[src/rtl/usb_attach_ctrl.sv]
// Attach/detach sequencing for the USB DFU pin wrapper: owns the host pull-up and core reset,
// and qualifies bus reset (SE0) and suspend (idle J) from the received line state.
module usb_attach_ctrl #(
    parameter int unsigned DISCONNECT_CYCLES = 480000,
    parameter int unsigned BUS_RESET_CYCLES  = 120,
    parameter int unsigned SUSPEND_CYCLES    = 144000
) (
    input  logic       clk_48mhz,
    input  logic       reset,
    input  logic       usb_p_rx,
    input  logic       usb_n_rx,
    input  logic       usb_tx_en,
    input  logic       detach_req,
    output logic       pin_pu,
    output logic       core_reset,
    output logic       bus_reset,
    output logic       suspended,
    output logic [1:0] state
);

    localparam int unsigned DisW  = (DISCONNECT_CYCLES > 1) ? $clog2(DISCONNECT_CYCLES) : 1;
    localparam int unsigned Se0W  = $clog2(BUS_RESET_CYCLES + 1);
    localparam int unsigned IdleW = $clog2(SUSPEND_CYCLES + 1);

    localparam logic [DisW-1:0]  DisLast  = DisW'(DISCONNECT_CYCLES - 1);
    localparam logic [Se0W-1:0]  Se0Last  = Se0W'(BUS_RESET_CYCLES - 1);
    localparam logic [Se0W-1:0]  Se0Max   = Se0W'(BUS_RESET_CYCLES);
    localparam logic [IdleW-1:0] IdleLast = IdleW'(SUSPEND_CYCLES - 1);
    localparam logic [IdleW-1:0] IdleMax  = IdleW'(SUSPEND_CYCLES);

    typedef enum logic [1:0] {
        StDisc    = 2'd0,
        StActive  = 2'd1,
        StBusRst  = 2'd2,
        StSuspend = 2'd3
    } state_e;

    state_e           state_q, state_d;
    logic [1:0]       p_sync_q, n_sync_q;
    logic [DisW-1:0]  dis_cnt_q, dis_cnt_d;
    logic [Se0W-1:0]  se0_cnt_q, se0_cnt_d;
    logic [IdleW-1:0] idle_cnt_q, idle_cnt_d;
    logic             pin_pu_q, pin_pu_d;
    logic             core_reset_q, core_reset_d;
    logic             bus_reset_q, bus_reset_d;
    logic             suspended_q, suspended_d;

    logic line_p, line_n;
    logic line_se0, line_j;
    logic se0_sample, idle_sample;
    logic se0_hit, idle_hit, disc_done;
    logic state_change;

    // Two-flop synchronizers on the receive pins
    always_ff @(posedge clk_48mhz or posedge reset) begin
        if (reset) begin
            p_sync_q <= 2'b00;
            n_sync_q <= 2'b00;
        end else begin
            p_sync_q <= {p_sync_q[0], usb_p_rx};
            n_sync_q <= {n_sync_q[0], usb_n_rx};
        end
    end

    always_comb begin
        line_p      = p_sync_q[1];
        line_n      = n_sync_q[1];
        line_se0    = ~line_p & ~line_n;
        line_j      = line_p & ~line_n;
        se0_sample  = line_se0 & ~usb_tx_en;
        idle_sample = line_j & ~usb_tx_en;
        // The qualifying sample is the one that would bring the count to its limit
        se0_hit     = se0_sample && (se0_cnt_q == Se0Last);
        idle_hit    = idle_sample && (idle_cnt_q == IdleLast);
        disc_done   = (dis_cnt_q == DisLast);
    end

    // State register
    always_ff @(posedge clk_48mhz or posedge reset) begin
        if (reset) begin
            state_q <= StDisc;
        end else begin
            state_q <= state_d;
        end
    end

    // Next-state logic; detach_req outranks every line-state event
    always_comb begin
        state_d = state_q;
        unique case (state_q)
            StDisc: begin
                if (!detach_req && disc_done) begin
                    state_d = StActive;
                end
            end
            StActive: begin
                if (detach_req) begin
                    state_d = StDisc;
                end else if (se0_hit) begin
                    state_d = StBusRst;
                end else if (idle_hit) begin
                    state_d = StSuspend;
                end
            end
            StBusRst: begin
                if (detach_req) begin
                    state_d = StDisc;
                end else if (!line_se0) begin
                    state_d = StActive;
                end
            end
            StSuspend: begin
                if (detach_req) begin
                    state_d = StDisc;
                end else if (!line_j) begin
                    state_d = StActive;
                end
            end
            default: begin
                state_d = StDisc;
            end
        endcase
    end

    assign state_change = (state_d != state_q);

    // Counters: disconnect timer runs only in DISC, line counters clear on any state change
    always_comb begin
        dis_cnt_d = '0;
        if (state_q == StDisc && !detach_req && !disc_done) begin
            dis_cnt_d = dis_cnt_q + DisW'(1);
        end

        se0_cnt_d = '0;
        if (!state_change && se0_sample) begin
            se0_cnt_d = (se0_cnt_q == Se0Max) ? se0_cnt_q : se0_cnt_q + Se0W'(1);
        end

        idle_cnt_d = '0;
        if (!state_change && idle_sample) begin
            idle_cnt_d = (idle_cnt_q == IdleMax) ? idle_cnt_q : idle_cnt_q + IdleW'(1);
        end
    end

    always_ff @(posedge clk_48mhz or posedge reset) begin
        if (reset) begin
            dis_cnt_q  <= '0;
            se0_cnt_q  <= '0;
            idle_cnt_q <= '0;
        end else begin
            dis_cnt_q  <= dis_cnt_d;
            se0_cnt_q  <= se0_cnt_d;
            idle_cnt_q <= idle_cnt_d;
        end
    end

    // Output decode from the next state so the registered outputs align with state_q
    always_comb begin
        pin_pu_d     = (state_d != StDisc);
        core_reset_d = (state_d == StDisc) || (state_d == StBusRst);
        bus_reset_d  = (state_d == StBusRst) && (state_q != StBusRst);
        suspended_d  = (state_d == StSuspend);
    end

    always_ff @(posedge clk_48mhz or posedge reset) begin
        if (reset) begin
            pin_pu_q     <= 1'b0;
            core_reset_q <= 1'b1;
            bus_reset_q  <= 1'b0;
            suspended_q  <= 1'b0;
        end else begin
            pin_pu_q     <= pin_pu_d;
            core_reset_q <= core_reset_d;
            bus_reset_q  <= bus_reset_d;
            suspended_q  <= suspended_d;
        end
    end

    assign pin_pu     = pin_pu_q;
    assign core_reset = core_reset_q;
    assign bus_reset  = bus_reset_q;
    assign suspended  = suspended_q;
    assign state      = state_q;

endmodule
[config.mk]
export PLATFORM = sky130hd
export DESIGN_NAME = usb_attach_ctrl
export DESIGN_NICKNAME = d
export VERILOG_FILES = /design/src/rtl/usb_attach_ctrl.sv
export SDC_FILE = /design/constraint.sdc
export NUM_CORES = 1
export LEC_CHECK = 0
export BUFFER_PORTS_ARGS = -buffer_cell sky130_fd_sc_hd__buf_4
export CAP_MARGIN = 40
export CORE_MARGIN = 5
export CORE_UTILIZATION = 40
export DETAILED_ROUTE_END_ITERATION = 16
export PLACE_DENSITY = 0.58
export RECOVER_POWER = 50
export SETUP_SLACK_MARGIN = 0.2
export SLEW_MARGIN = 20
export SYNTH_ARGS = -nofsm -noshare
export SYNTH_HDL_FRONTEND = slang
export SYNTH_SLANG_ARGS = --single-unit
[constraint.sdc]
create_clock -name clk_48mhz -period 1.85 [get_ports clk_48mhz]
set_clock_uncertainty 0.15 [all_clocks]
set_input_delay 0.37 -clock clk_48mhz [delete_from_list [all_inputs] [get_ports clk_48mhz]]
set_output_delay 0.37 -clock clk_48mhz [all_outputs]
set_load 0.005 [all_outputs]
==> impl_metrics.tcl <==
set metrics [dict create \
    synth_area_um2 2610 \
    final.setup.worst_slack_ns -0.104 \
    met2_usage 0.196 \
    first_iter_violations 68 \
    vdd_ir_drop_max_mv 0.514 \
    status "complete, but fails checks" \
    gr-usage-met3 0.0217 \
    vias 1943 \
    drv_slew 0 \
    ff_latch_area_um2 1350 \
    viasPerCell 4.85 \
    cts_buffer_depth 2 \
    regToRegEndpoint "dis_cnt_q[5]$_DFF_PP0_" \
    avgSynthCellArea_um2 10.3 \
    synth_flop_cell "dfrtp_1" \
    port_buffers 11 \
    worstPathArrival_ns 2.00 \
    layout_common_cells "55 x buf_4, 52 x dfrtp_1, 43 x nor2_1" \
    numCtsBuffers 5 \
    min_path_cells 1 \
    routedWlPerCell_um 12.4 \
    regToRegStartpoint "dis_cnt_q[8]$_DFF_PP0_" \
    fin_crit_sh 1.06 \
    syn_to_final_growth_pct 31.6 \
    final_util 0.541 \
    die-area_um2 8240 \
    async_flop_share 1.00 \
    r2r_setup_slack_ns -0.10 \
    route.detailed.drc 0 \
    cp.required_ns 1.89 \
    synthCells 253 \
    grt_max_degree 55 \
    failed_checks "setup timing" \
    grt_pass1_vias 1899 \
    track_usage 0.126 \
    multi_input_area_um2 1280 \
    nFillCells 567 \
    setup_viol_count_final 43 \
    clock_sinks 54 \
    rsz0062_at_grt "true" \
    die_h_um 90.8 \
    grt_busiest_layer "met2" \
    slew_headroom 0.528 \
    yosysTopAreaCell "dfrtp_1" \
    insertion_delay_ns 0.30 \
    min_from "usb_p_rx" \
    antenna_found_initial 0 \
    cts_tree "done" \
    yosys_warnings 0 \
    grtUsageMet1 0.180 \
    gp_congestion 0.770 \
    synth_top_cell_area_share 0.508 \
    first_pass_iters 4 \
    core-area_um2 6350 \
    final_common_cell "buf_4" \
    rows 29 \
    ys_types 38 \
    start_kind "register" \
    overflow 0 \
    crit_family "simple AND/OR/NAND/NOR gates" \
    reg2reg_depth 6 \
    synth_edf_count 0 \
    ys_ff_latch 54 \
    cp_cell_sequence "or4b_4 > nor3_4 > and2_1 > nand2b_1 > buf_12 > nor2_1" \
    min_to "p_sync_q[0]$_DFF_PP0_" \
    slowest_delay_ns 0.55 \
    ys_seq_area_frac 0.518 \
    htree_levels 2 \
    ios 12 \
    nNetsFinal 334 \
    worst_slew_pin_slew_ns 0.708 \
    totalWireLength_um 4960 \
    critPathMaxFanout 17 \
    critPathKind "register to register" \
    total_power_w 0.00209 \
    endpoint_kind "register" \
    crit_buf_inv 1 \
    hold_violations 0 \
    drive_gt1_frac 0.309 \
    dieWidth_um 90.8 \
    syn_nets 264 \
    n_antenna_cell 0 \
    max_cap_violations 0 \
    power_density_nw_per_um2 608 \
    holdWs_ns 0.0406 \
    grt_pass1_wl_um 8710 \
    hpwl_um 3640 \
    ant_nets 0 \
    hold_class "input port to register" \
    power_leakage_nw 1.57 \
    cts-root-buf "clkbuf_8" \
    slowest_stage "or4b_4" \
    synth_area_leaders "dfrtp_1 51%, xor2_1 9.4%, nor2_1 7.8%, xnor2_1 3.7%, and4_1 3.0%" \
    fmax_mhz 512 \
    clk_pin_slew_ns 0.09 \
    fin_crit_ns 1.95 \
    start_util 0.411 \
]
[how the worst max path moves through the flow]
stage,from,endpoint,cells past startpoint
2_1_floorplan,dis_cnt_q[13]$_DFF_PP0_,dis_cnt_q[10]$_DFF_PP0_,7
4_1_cts,dis_cnt_q[15]$_DFF_PP0_,idle_cnt_q[13]$_DFFE_PP0P_,7
6_report,dis_cnt_q[8]$_DFF_PP0_,dis_cnt_q[5]$_DFF_PP0_,6
5_1_grt,dis_cnt_q[10]$_DFF_PP0_,idle_cnt_q[1]$_DFFE_PP0P_,7
3_5_place_dp,dis_cnt_q[15]$_DFF_PP0_,se0_cnt_q[3]$_DFFE_PP0P_,6
3_3_place_gp,dis_cnt_q[15]$_DFF_PP0_,se0_cnt_q[0]$_DFFE_PP0P_,6
[sequential cells by signal (all words and copies together) (netlist names)]
register,flops
bus_reset,1
core_reset,1
dis_cnt_q,19
idle_cnt_q,18
n_sync_q,2
p_sync_q,2
pin_pu,1
se0_cnt_q,7
state,2
suspended,1
[metal layers]
layer  vias up  part of all wire
met5         -                 0
met4         0             0.014
met3         8             0.020
met2        17              0.46
met1       925              0.51
li1        993                 -
[report_power, final]
part	switching, W	internal (W)
Combinational	0.0000617	0.0000464
Sequential	0.00000822	0.00119
Clock	0.000374	0.000406
[cells in the mapped netlist (2+ instances only)]
cell / number
buf_6: 2
nand2b_1: 2
mux2i_1: 3
nor3_1: 3
dfrtp_1: 53
nor4b_1: 3
and4_1: 9
and3_1: 5
xor2_1: 28
nor2_1: 54
nand3_1: 15
and2_1: 4
or3b_2: 2
inv_1: 9
nand4_1: 7
xnor2_1: 11
nor2b_1: 3
a21oi_1: 3
nand2_1: 14
ha_1: 5
[per-stage QoR]
step	area (um^2)	worst slack [ns]	std cells	setup TNS, ns
2_1_floorplan	2630	-0.00946	253	-0.121
3_3_place_gp	3180	-0.0798	386	-1.36
3_5_place_dp	3180	-0.139	386	-2.65
4_1_cts	3410	-0.0881	400	-2.53
5_1_grt	3430	-0.206	401	-8.19
6_report	3430	-0.104	401	-3.08
[cell families (layout without fill, tap and decap cells)]
kind of cell	Yosys count	count (layout)	share of synthesized area
flip-flops	54	54	0.518
adder cells (fa/ha/maj)	5	5	0.0240
AO/OA/AOI/OAI	8	8	0.0216
buffers and inverters	14	85	0.0307
AND/OR/NAND/NOR	130	130	0.263
multiplexers	3	3	0.0115
XOR/XNOR	39	39	0.131
[cell type report]
type                            count  share of cell area
Timing Repair Buffer               68               0.162
Tap cell                           77              0.0281
Multi-Input combinational cell    185               0.372
Clock buffer                        5              0.0200
Clock inverter                      3              0.0128
Sequential cell                    54               0.394
Inverter                            9              0.0109
[repair_timing]
action | CTS | global route
setup buffers | 5 | 1
pin swaps | 14 | 6
resized for setup | 20 | 8
endpoints found under the setup margin | 47 | 48
hold buffers | 1 | 0
hold endpoints to repair | 53 | 0
[worst reg2reg max path, stage by stage, from the launching register on]
cell and delay, ns:
dfrtp_1 0.38, or4b_4 0.55, nor3_4 0.19, and2_1 0.20
nand2b_1 0.17, buf_12 0.15, nor2_1 0.06
(Power assumes the default switching activity.)
